## src/rtl/ctrl_sequencer_if.sv

```systemverilog
// Signal bundle between the control sequencer and the fetch/decode/execute datapath.
// master: sequencer side; slave: environment (memory, decoder, function units).
interface ctrl_sequencer_if #(
  parameter int NUM_FUNC = 5,
  parameter int FUNC_W   = 3
);
  logic                fetch_ack;
  logic [FUNC_W-1:0]   func;
  logic                halt;
  logic [NUM_FUNC-1:0] unit_done;
  logic                branch_taken;
  logic                resume;
  logic                fault_clr;

  logic [7:0]          state;
  logic                fetch_req;
  logic [NUM_FUNC-1:0] exec_en;
  logic                pc_inc;
  logic                pc_load;
  logic                fault;
  logic [1:0]          fault_code;
  logic [31:0]         cyc_cnt;
  logic [31:0]         instr_cnt;

  modport master (
    input  fetch_ack, func, halt, unit_done, branch_taken, resume, fault_clr,
    output state, fetch_req, exec_en, pc_inc, pc_load, fault, fault_code,
           cyc_cnt, instr_cnt
  );

  modport slave (
    output fetch_ack, func, halt, unit_done, branch_taken, resume, fault_clr,
    input  state, fetch_req, exec_en, pc_inc, pc_load, fault, fault_code,
           cyc_cnt, instr_cnt
  );
endinterface

```

## src/rtl/ctrl_sequencer.sv

```systemverilog
// One-hot Moore control sequencer: fetch/decode/execute with handshaked units, timeouts,
// branch PC load, halt/resume and sticky fault. Define SEQ_PERF_CNT_EN for cycle/instr counters.
module ctrl_sequencer #(
  parameter int                  NUM_FUNC   = 5,
  parameter int                  FUNC_W     = 3,
  parameter logic [NUM_FUNC-1:0] MULTI_MASK = 5'b10100,
  parameter int                  TMO_W      = 8,
  parameter int                  TMO_CYCLES = 200
) (
  input  logic            clk,
  input  logic            rst,
  ctrl_sequencer_if.master bus
);

  typedef enum logic [7:0] {
    S_INIT   = 8'h01,
    S_FETCH  = 8'h02,
    S_DECODE = 8'h04,
    S_EXEC   = 8'h08,
    S_INCPC  = 8'h10,
    S_LOADPC = 8'h20,
    S_HALT   = 8'h40,
    S_FAULT  = 8'h80
  } state_t;

  localparam logic [1:0] FC_NONE  = 2'd0;
  localparam logic [1:0] FC_ILLEG = 2'd1;
  localparam logic [1:0] FC_FTMO  = 2'd2;
  localparam logic [1:0] FC_XTMO  = 2'd3;

  localparam logic [TMO_W-1:0] TMO_LIMIT = TMO_W'(TMO_CYCLES - 1);

  state_t              state_q;
  state_t              state_nxt;
  logic [FUNC_W-1:0]   func_q;
  logic                func_ld;
  logic [TMO_W-1:0]    timer_q;
  logic [1:0]          fault_code_q;
  logic [1:0]          fault_code_nxt;
  logic                exec_multi;
  logic                exec_done;
  logic                tmo_hit;
  logic                func_legal;

  always_ff @(posedge clk or negedge rst) begin
    if (!rst) begin
      state_q      <= S_INIT;
      func_q       <= '0;
      timer_q      <= '0;
      fault_code_q <= FC_NONE;
    end else begin
      state_q      <= state_nxt;
      fault_code_q <= fault_code_nxt;
      if (func_ld) begin
        func_q <= bus.func;
      end
      // The wait timer restarts on every transition and only runs while parked
      // in FETCH or a waiting EXEC; it saturates so it can never wrap to zero.
      if (state_nxt != state_q) begin
        timer_q <= '0;
      end else if ((state_q == S_FETCH || state_q == S_EXEC) && (timer_q != '1)) begin
        timer_q <= timer_q + TMO_W'(1);
      end
    end
  end

  always_comb begin
    exec_multi = MULTI_MASK[func_q];
    exec_done  = !exec_multi || bus.unit_done[func_q];
    tmo_hit    = (timer_q == TMO_LIMIT);
    func_legal = (bus.func != '0) && (int'(bus.func) < NUM_FUNC);
  end

  always_comb begin
    state_nxt      = state_q;
    fault_code_nxt = fault_code_q;
    func_ld        = 1'b0;
    unique case (state_q)
      S_INIT: begin
        state_nxt = S_FETCH;
      end
      S_FETCH: begin
        if (bus.fetch_ack) begin
          state_nxt = S_DECODE;
        end else if (tmo_hit) begin
          state_nxt      = S_FAULT;
          fault_code_nxt = FC_FTMO;
        end
      end
      S_DECODE: begin
        if (bus.halt) begin
          state_nxt = S_HALT;
        end else if (!func_legal) begin
          state_nxt      = S_FAULT;
          fault_code_nxt = FC_ILLEG;
        end else begin
          func_ld   = 1'b1;
          state_nxt = S_EXEC;
        end
      end
      S_EXEC: begin
        // A done arriving in the limit cycle takes precedence over the timeout.
        if (exec_done) begin
          state_nxt = bus.branch_taken ? S_LOADPC : S_INCPC;
        end else if (tmo_hit) begin
          state_nxt      = S_FAULT;
          fault_code_nxt = FC_XTMO;
        end
      end
      S_INCPC, S_LOADPC: begin
        state_nxt = S_FETCH;
      end
      S_HALT: begin
        if (bus.resume) begin
          state_nxt = S_INCPC;
        end
      end
      S_FAULT: begin
        if (bus.fault_clr) begin
          state_nxt      = S_INIT;
          fault_code_nxt = FC_NONE;
        end
      end
      default: begin
        state_nxt      = S_INIT;
        fault_code_nxt = FC_NONE;
      end
    endcase
  end

  always_comb begin
    bus.state      = state_q;
    bus.fetch_req  = (state_q == S_FETCH);
    bus.exec_en    = (state_q == S_EXEC) ? (NUM_FUNC'(1) << func_q) : '0;
    bus.pc_inc     = (state_q == S_INCPC);
    bus.pc_load    = (state_q == S_LOADPC);
    bus.fault      = (state_q == S_FAULT);
    bus.fault_code = fault_code_q;
  end

`ifdef SEQ_PERF_CNT_EN
  logic [31:0] cyc_cnt_q;
  logic [31:0] instr_cnt_q;

  // Counters survive fault_clr; only the hardware reset zeroes them.
  always_ff @(posedge clk or negedge rst) begin
    if (!rst) begin
      cyc_cnt_q   <= '0;
      instr_cnt_q <= '0;
    end else begin
      if (!(state_q == S_INIT || state_q == S_HALT || state_q == S_FAULT)) begin
        cyc_cnt_q <= cyc_cnt_q + 32'd1;
      end
      if (state_q == S_INCPC || state_q == S_LOADPC) begin
        instr_cnt_q <= instr_cnt_q + 32'd1;
      end
    end
  end

  assign bus.cyc_cnt   = cyc_cnt_q;
  assign bus.instr_cnt = instr_cnt_q;
`else
  assign bus.cyc_cnt   = '0;
  assign bus.instr_cnt = '0;
`endif

endmodule

```

## src/flat_wrapper.sv

```systemverilog
// flat-port wrapper written by rule: the top's interface ports become plain ports
module ctrl_sequencer_flat 
#(
  parameter int                  NUM_FUNC   = 5,
  parameter int                  FUNC_W     = 3,
  parameter logic [NUM_FUNC-1:0] MULTI_MASK = 5'b10100,
  parameter int                  TMO_W      = 8,
  parameter int                  TMO_CYCLES = 200
)
  (clk, rst, bus_fetch_ack, bus_func, bus_halt, bus_unit_done, bus_branch_taken, bus_resume, bus_fault_clr, bus_state, bus_fetch_req, bus_exec_en, bus_pc_inc, bus_pc_load, bus_fault, bus_fault_code, bus_cyc_cnt, bus_instr_cnt);
  ctrl_sequencer_if #(.NUM_FUNC(NUM_FUNC), .FUNC_W(FUNC_W)) bus_i ();
  input  logic clk;
  input  logic rst;
  input wire logic [$bits(bus_i.fetch_ack)-1:0] bus_fetch_ack;
  input wire logic [$bits(bus_i.func)-1:0] bus_func;
  input wire logic [$bits(bus_i.halt)-1:0] bus_halt;
  input wire logic [$bits(bus_i.unit_done)-1:0] bus_unit_done;
  input wire logic [$bits(bus_i.branch_taken)-1:0] bus_branch_taken;
  input wire logic [$bits(bus_i.resume)-1:0] bus_resume;
  input wire logic [$bits(bus_i.fault_clr)-1:0] bus_fault_clr;
  output wire logic [$bits(bus_i.state)-1:0] bus_state;
  output wire logic [$bits(bus_i.fetch_req)-1:0] bus_fetch_req;
  output wire logic [$bits(bus_i.exec_en)-1:0] bus_exec_en;
  output wire logic [$bits(bus_i.pc_inc)-1:0] bus_pc_inc;
  output wire logic [$bits(bus_i.pc_load)-1:0] bus_pc_load;
  output wire logic [$bits(bus_i.fault)-1:0] bus_fault;
  output wire logic [$bits(bus_i.fault_code)-1:0] bus_fault_code;
  output wire logic [$bits(bus_i.cyc_cnt)-1:0] bus_cyc_cnt;
  output wire logic [$bits(bus_i.instr_cnt)-1:0] bus_instr_cnt;
  assign bus_i.fetch_ack = bus_fetch_ack;
  assign bus_i.func = bus_func;
  assign bus_i.halt = bus_halt;
  assign bus_i.unit_done = bus_unit_done;
  assign bus_i.branch_taken = bus_branch_taken;
  assign bus_i.resume = bus_resume;
  assign bus_i.fault_clr = bus_fault_clr;
  assign bus_state = bus_i.state;
  assign bus_fetch_req = bus_i.fetch_req;
  assign bus_exec_en = bus_i.exec_en;
  assign bus_pc_inc = bus_i.pc_inc;
  assign bus_pc_load = bus_i.pc_load;
  assign bus_fault = bus_i.fault;
  assign bus_fault_code = bus_i.fault_code;
  assign bus_cyc_cnt = bus_i.cyc_cnt;
  assign bus_instr_cnt = bus_i.instr_cnt;
  ctrl_sequencer #(.NUM_FUNC(NUM_FUNC), .FUNC_W(FUNC_W), .MULTI_MASK(MULTI_MASK), .TMO_W(TMO_W), .TMO_CYCLES(TMO_CYCLES)) u_core (.clk(clk), .rst(rst), .bus(bus_i));
endmodule
```

## config.mk

```make
export PLATFORM = sky130hd
export DESIGN_NAME = ctrl_sequencer_flat
export DESIGN_NICKNAME = d
export VERILOG_FILES = /design/src/rtl/ctrl_sequencer_if.sv /design/src/rtl/ctrl_sequencer.sv /design/src/flat_wrapper.sv
export SDC_FILE = /design/constraint.sdc
export NUM_CORES = 1
export LEC_CHECK = 0
export CORE_MARGIN = 8
export CORE_UTILIZATION = 40
export DETAILED_ROUTE_END_ITERATION = 8
export GPL_ROUTABILITY_DRIVEN = 0
export HOLD_SLACK_MARGIN = 0.1
export PLACE_DENSITY = 0.82
export SETUP_SLACK_MARGIN = 0.15
export SLEW_MARGIN = 10
export SYNTH_ARGS = -nofsm -noshare
export SYNTH_HDL_FRONTEND = slang
export SYNTH_SLANG_ARGS = --single-unit
```

## constraint.sdc

```tcl
create_clock -name clk -period 5.7 [get_ports clk]
set_clock_uncertainty 0.1 [all_clocks]
set_input_delay 1.14 -clock clk [delete_from_list [all_inputs] [get_ports clk]]
set_output_delay 1.14 -clock clk [all_outputs]
set_load 0.005 [all_outputs]
```

==> metrics.cfg, run 1 <==
[timing]
timing.final.crit_share_pct = 70.49
hold_viol = 0
finalWorstSetupSlack_ns = 1.682
tns_ns = 0
maxSlewHeadroom_pct = 39.01
fmax_mhz = 248.9
setup_violations = 0
worst_pin_slew_ns = 0.9120
slew_viol_final = 0
grt_setup_unrepaired = false
period_needed_ns = 4.018

[synthesis]
syn_avg_cell_area_sq_um = 8.867
netlist_area_sq_um = 1836
synthFlopType = dfrtp_1
yosysUniqueCellTypes = 53
synthAdderAreaFrac_pct = 0.6817
netlist.area_leader.share_pct = 27.27
synth-seq-area-share_pct = 28.70
synth_compound_area_share_pct = 10.77
synth_edf_count = 0
yosysTopAreaCell = dfrtp_1
synth.ff_latch_count = 21
synth_xor_area_share_pct = 5.249
synth_area_leaders = dfrtp_1 (27%), buf_4 (26%), xnor2_1 (4.8%)
yosysWarnings = 0
async_flop_share_pct = 100.0
syn_inst = 207
synth_top_family_by_area = buffers and inverters
synthMuxAreaShare_pct = 1.840
synth-simple-area-share_pct = 24.81

[pwr]
pwr_density_cell_nw_per_um2 = 267.7
peakVddDrop_mv = 0.1217
power.switching_w = 0.0002135
leakagePower_nw = 0.8547
switching_share_pct = 40.09
seqPwrFrac_pct = 38.7
comb_power_share_pct = 42.4
power.internal_w = 0.0003191
finalPower_w = 0.0005326
power_frac_clock_pct = 18.9

[floorplan]
core_area_sq_um = 4384
dieHeight_microns = 83.74
core.rowCount = 24
start_util_pct = 41.87
io-pin-count = 98
die_area_sq_um = 7012
die_x_microns = 83.74

[global_route]
grt_max_degree = 22
grt_first_pass_wirelength_microns = 6906
antenna_found_initial = 0
track_usage_pct = 11.54
grt_pass1_vias = 1453
grt-ovfl-total = 0

[worst_setup_path]
critPathTopFamily = simple AND/OR/NAND/NOR gates
slowest_delay_ns = 0.55
crit_cells = 5
worstPathArrival_ns = 2.78
path_class = reg -> out
crit_buf_inv = 1
critical_path_peak_fanout = 6
start_kind = flip-flop
worstSetupEndpointType = output pin
cp_cell_sequence = or3_4 > or3_1 > or3_1 > nor3_1 > clkdlybuf4s50_1
critPathSlowestCell = clkdlybuf4s50_1
cp.required_ns = 4.46
r2r_cells = 5
cp_common_cell = or3_1

[finish]
layout.nets = 254
area.growth.synth_to_final_pct = 8.385
fill_cells = 450
diodes = 0
drive_gt1_share_pct = 8.017
layout_common_cells = conb_1 (64), clkdlybuf4s50_1 (30), dfrtp_1 (20)
multi_input_area_sq_um = 1036
final_area_sq_um = 1989
seq_area_sq_um = 526.8
layout_commonest_cell = conb_1

[min_path]
whs_path_depth = 1
hp-class = reg -> reg

[clocking]
cts.sinks = 21
insertion_delay_ns = 0.27
cts.repair.resized = 0
path_clk_slew_ns = 0.08
cts.path.max_buffers = 2
root_buffer = clkbuf_8
htreeDepth = 1
cts_made_buffers = 3
tritoncts = done
ctsHoldBuffers = 0
post_cts_buffers = 0

[placed_design]
io_buffers = 30
hpwl_microns = 3262
dp_slack_ns = 2.000
postPlaceCellArea_sq_um = 1943

[status]
outcome = finished clean

[route]
wire_per_inst_microns = 14.22
vias_per_cell = 4.952
vias = 1431
drcViolationCount = 0
first_iter_violations = 119
postRouteAntennaNets = 0
drt-total-wl_microns = 4109
first_pass_iters = 4

[job]
max_cap_viol_count = 0

==> cells in the mapped netlist (all sizes together) (2+ instances only) <==
library cell,n
nand2,7
nor3,9
mux2,3
buf,66
nor2,17
or3b,2
a31oi,2
inv,4
o211ai,2
or3,6
or2,4
nor4,4
a32o,2
nand3,2
and3,5
nor3b,4
a21oi,3
xnor2,10
dfrtp,20
nand4,2
o21ai,6
nand2b,5
==> path summary, 6_finish.rpt <==
path,from,to,slack (ns)
setup / recovery,u_core.bus.state[5],bus_exec_en[0],1.68
hold / removal,u_core.bus.fault_code[0],u_core.bus.fault_code[0],0.43
setup reg to reg,u_core.bus.state[5],u_core.func_q[0],3.46
hold reg to reg,u_core.bus.fault_code[0],u_core.bus.fault_code[0],0.43
max in group asynchronous,rst,u_core.timer_q[6],3.66
min in group asynchronous,rst,u_core.func_q[0],1.28
==> state kept, by name, summed over array words and instances, names as in the netlist <==
| signal | count |
|---|---|
| u_core.bus.state | 8 |
| u_core.func_q | 3 |
| u_core.bus.fault_code | 2 |
| u_core.timer_q | 8 |
==> power by group through the flow <==
stage	Clock, W	Sequential (W)	Combinational (W)
after CTS	0.000102	0.000205	0.000223
after global routing	0.000107	0.000211	0.000251
final	0.000101	0.000206	0.000226
after detailed placement	0	0.000208	0.000219
after global placement	0	0.000206	0.000214
after floorplan	0	0.000192	0.000192
==> cell type report <==
type | count | share of cell area [%]
Multi-Input combinational cell | 178 | 52.08
Clock inverter | 1 | 0.2516
Inverter | 4 | 0.7547
Clock buffer | 3 | 2.075
Timing Repair Buffer | 30 | 15.09
Tap cell | 52 | 3.270
Sequential cell | 21 | 26.48
==> logic make-up after synthesis <==
family,after synthesis
compound gates,26
xor+xnor,11
simple gates,73
other cells,1
fa+ha+maj,1
buf+inv,71
mux,3
flops,21
==> per-stage QoR <==
stage                     util, %  instances  hold WS (ns)
after floorplan                 -        270        0.3893
after global placement      44.32        285        0.4082
after detailed placement    44.32        285        0.4129
after CTS                   45.38        289        0.4393
after global routing        45.38        289        0.4744
final                       45.38        289        0.4302
==> routing by layer <==
| metal | track usage [%] | up-vias | share of wire (%) |
|---|---|---|---|
| li1 | - | 655 | - |
| met1 | 13.22 | 676 | 39 |
| met2 | 18.32 | 93 | 47 |
| met3 | 4.688 | 7 | 12 |
| met4 | 5.181 | 0 | 1.9 |
| met5 | 0 | - | 0 |
Note: power is estimated with default switching activity, not from simulation.
==> inputs of run 2 (changes only) <==
==> constraint.sdc (replaced) <==
create_clock -name clk -period 4.1 [get_ports clk]
set_clock_uncertainty 0.1 [all_clocks]
set_input_delay 0.82 -clock clk [delete_from_list [all_inputs] [get_ports clk]]
set_output_delay 0.82 -clock clk [all_outputs]
set_load 0.005 [all_outputs]
==> run 2 against run 1 <==
Sequential cell count stayed put. Sequential share of layout area hardly changed. Count of clock-buffer cells in the layout is 1 higher. Die area stayed put. Clock power is 36% higher. Critical path type unchanged.
==> metrics.cfg, run 2 (synthesis gave the netlist of run 1 again) <==
[route]
wire_per_inst_microns = 13.91  ; -2.1%
first_pass_iters = 4  ; unchanged
highest_layer = met4
vias_per_cell = 4.841  ; -2.2%
wl_met3_microns = 426  ; -11%
postRouteAntennaNets = 0  ; unchanged
vias = 1399  ; -2.2%
first_iter_violations = 114  ; -4.2%
drt-total-wl_microns = 4021  ; -2.1%
wl_met1_microns = 1668  ; +3.5%
drcViolationCount = 0  ; unchanged
routed-wl-met2_microns = 1848  ; -4.6%

[timing]
finalWorstSetupSlack_ns = 0.4865  ; -1.196 ns
maxSlewHeadroom_pct = 37.58  ; -1.4 points
grt_setup_unrepaired = false
hold_ws_ns = 0.4152  ; -0.01497 ns
hold_viol = 0  ; unchanged
fmax_mhz = 276.7
worst_pin_slew_ns = 0.9334  ; +0.02136 ns
timing.final.crit_share_pct = 88.13
tns_ns = 0  ; unchanged
period_needed_ns = 3.613
slew_viol_final = 0  ; unchanged
setup_violations = 0  ; unchanged

[finish]
area.growth.synth_to_final_pct = 8.316  ; about the same
drive_gt1_share_pct = 7.595  ; -0.42 points
layout.nets = 254  ; unchanged
layout_commonest_cell = conb_1
diodes = 0  ; unchanged
utilization_pct = 45.35  ; about the same
layout_common_cells = conb_1 (64), clkdlybuf4s50_1 (30), dfrtp_1 (20)
fill_cells = 448  ; -0.44%

[min_path]
worstHoldStart = u_core.bus.fault_code[0]
whs_path_depth = 1  ; unchanged
hp-class = reg -> reg

[job]
max_cap_viol_count = 0  ; unchanged

[global_route]
antenna_found_initial = 0  ; unchanged
track_usage_pct = 11.12  ; -0.42 points
grt_pass1_vias = 1501  ; +3.3%
grt-ovfl-total = 0  ; unchanged
grt_max_degree = 22  ; unchanged
grt_first_pass_wirelength_microns = 6831  ; -1.1%

[pwr]
switching_share_pct = 39.40  ; -0.69 points
comb_power_share_pct = 42.6  ; +0.2 points
seqPwrFrac_pct = 38.7  ; about the same
pwr_density_cell_nw_per_um2 = 369.3  ; +38%
peakVddDrop_mv = 0.1728  ; +42%
power.internal_w = 0.0004449  ; +39%
leakagePower_nw = 0.8520  ; -0.32%
power.switching_w = 0.0002893  ; +36%
finalPower_w = 0.0007343  ; +38%
power_frac_clock_pct = 18.7  ; -0.2 points

[worst_setup_path]
start_kind = flip-flop
critical_path_peak_fanout = 7  ; +1
cp.required_ns = 3.18  ; -1.28 ns
r2r_cells = 5  ; unchanged
crit_start = u_core.bus.state[4]
rr_startpoint = u_core.func_q[2]
path_class = reg -> out
worstSetupEndpointType = output pin
worstPathArrival_ns = 2.69  ; -0.09 ns

[clocking]
root_buffer = clkbuf_8
htreeDepth = 1  ; unchanged
ctsHoldBuffers = 0  ; unchanged
cts.repair.resized = 0  ; unchanged
insertion_delay_ns = 0.26  ; about the same
path_clk_slew_ns = 0.08  ; about the same
cts_made_buffers = 3  ; unchanged
cts.sinks = 21  ; unchanged
tritoncts = done
cts.path.max_buffers = 2  ; unchanged
post_cts_buffers = 0  ; unchanged

[placed_design]
hpwl_microns = 3280  ; +0.55%
dp_slack_ns = 0.7705  ; -1.229 ns
io_buffers = 30  ; unchanged

[floorplan]
io-pin-count = 98  ; unchanged
die_x_microns = 83.74  ; unchanged
die_area_sq_um = 7012  ; unchanged
core.rowCount = 24  ; unchanged
core_area_sq_um = 4384  ; unchanged
dieHeight_microns = 83.74  ; unchanged
start_util_pct = 41.87  ; unchanged

[status]
outcome = finished clean

==> run 2: cell types whose count changed in the layout (fill, tap and decap cells not counted), sizes merged <==
cell and change:
clkbuf +1, clkinv -1
==> run 2: power groups by stage <==
stage	Clock, W	Combinational, W	Sequential (W)
floorplan	0	0.000266	0.000266
global placement	0	0.000297	0.000286
detailed placement	0	0.000307	0.000287
CTS	0.000138	0.000310	0.000284
global route	0.000146	0.000345	0.000290
finish	0.000137	0.000313	0.000284
==> run 2: critical path, stage by stage, from the launching register on <==
cell and delay [ns]:
dfrtp_1 0.44, or3_4 0.43, or3_1 0.46, or3_1 0.41, nor3b_2 0.18, clkdlybuf4s50_1 0.52
==> run 2: cell type report <==
class                   instances  area (sq um)  area share (%)
multi-input cells             178          1036           52.11
repair buffers                 30         300.3           15.10
well taps                      52         65.06           3.272
clock buffers                   4         45.04           2.266
inverters                       4         15.01          0.7552
flip-flops and latches         21         526.8           26.49
==> run 2: stage by stage <==
step           cells  instance area, sq um
6_report         289                  1988
5_1_grt          289                  1988
4_1_cts          289                  1988
3_5_place_dp     285                  1943
3_3_place_gp     285                  1943
2_1_floorplan    270                  2072
==> run 2: path summary, 6_finish.rpt <==
kind | end | slack (ns)
setup / recovery | bus_exec_en[1] | 0.49
hold / removal | u_core.bus.fault_code[0] | 0.42
setup reg to reg | u_core.timer_q[6] | 1.87
hold reg to reg | u_core.bus.fault_code[0] | 0.42
max in group asynchronous | u_core.timer_q[4] | 2.35
min in group asynchronous | u_core.func_q[0] | 0.98
==> run 2: layer usage <==
metal	GRT usage, %	up-vias
met4	5.181	0
met1	12.95	652
met2	17.40	87
li1	-	651
met5	0	-
met3	4.395	9
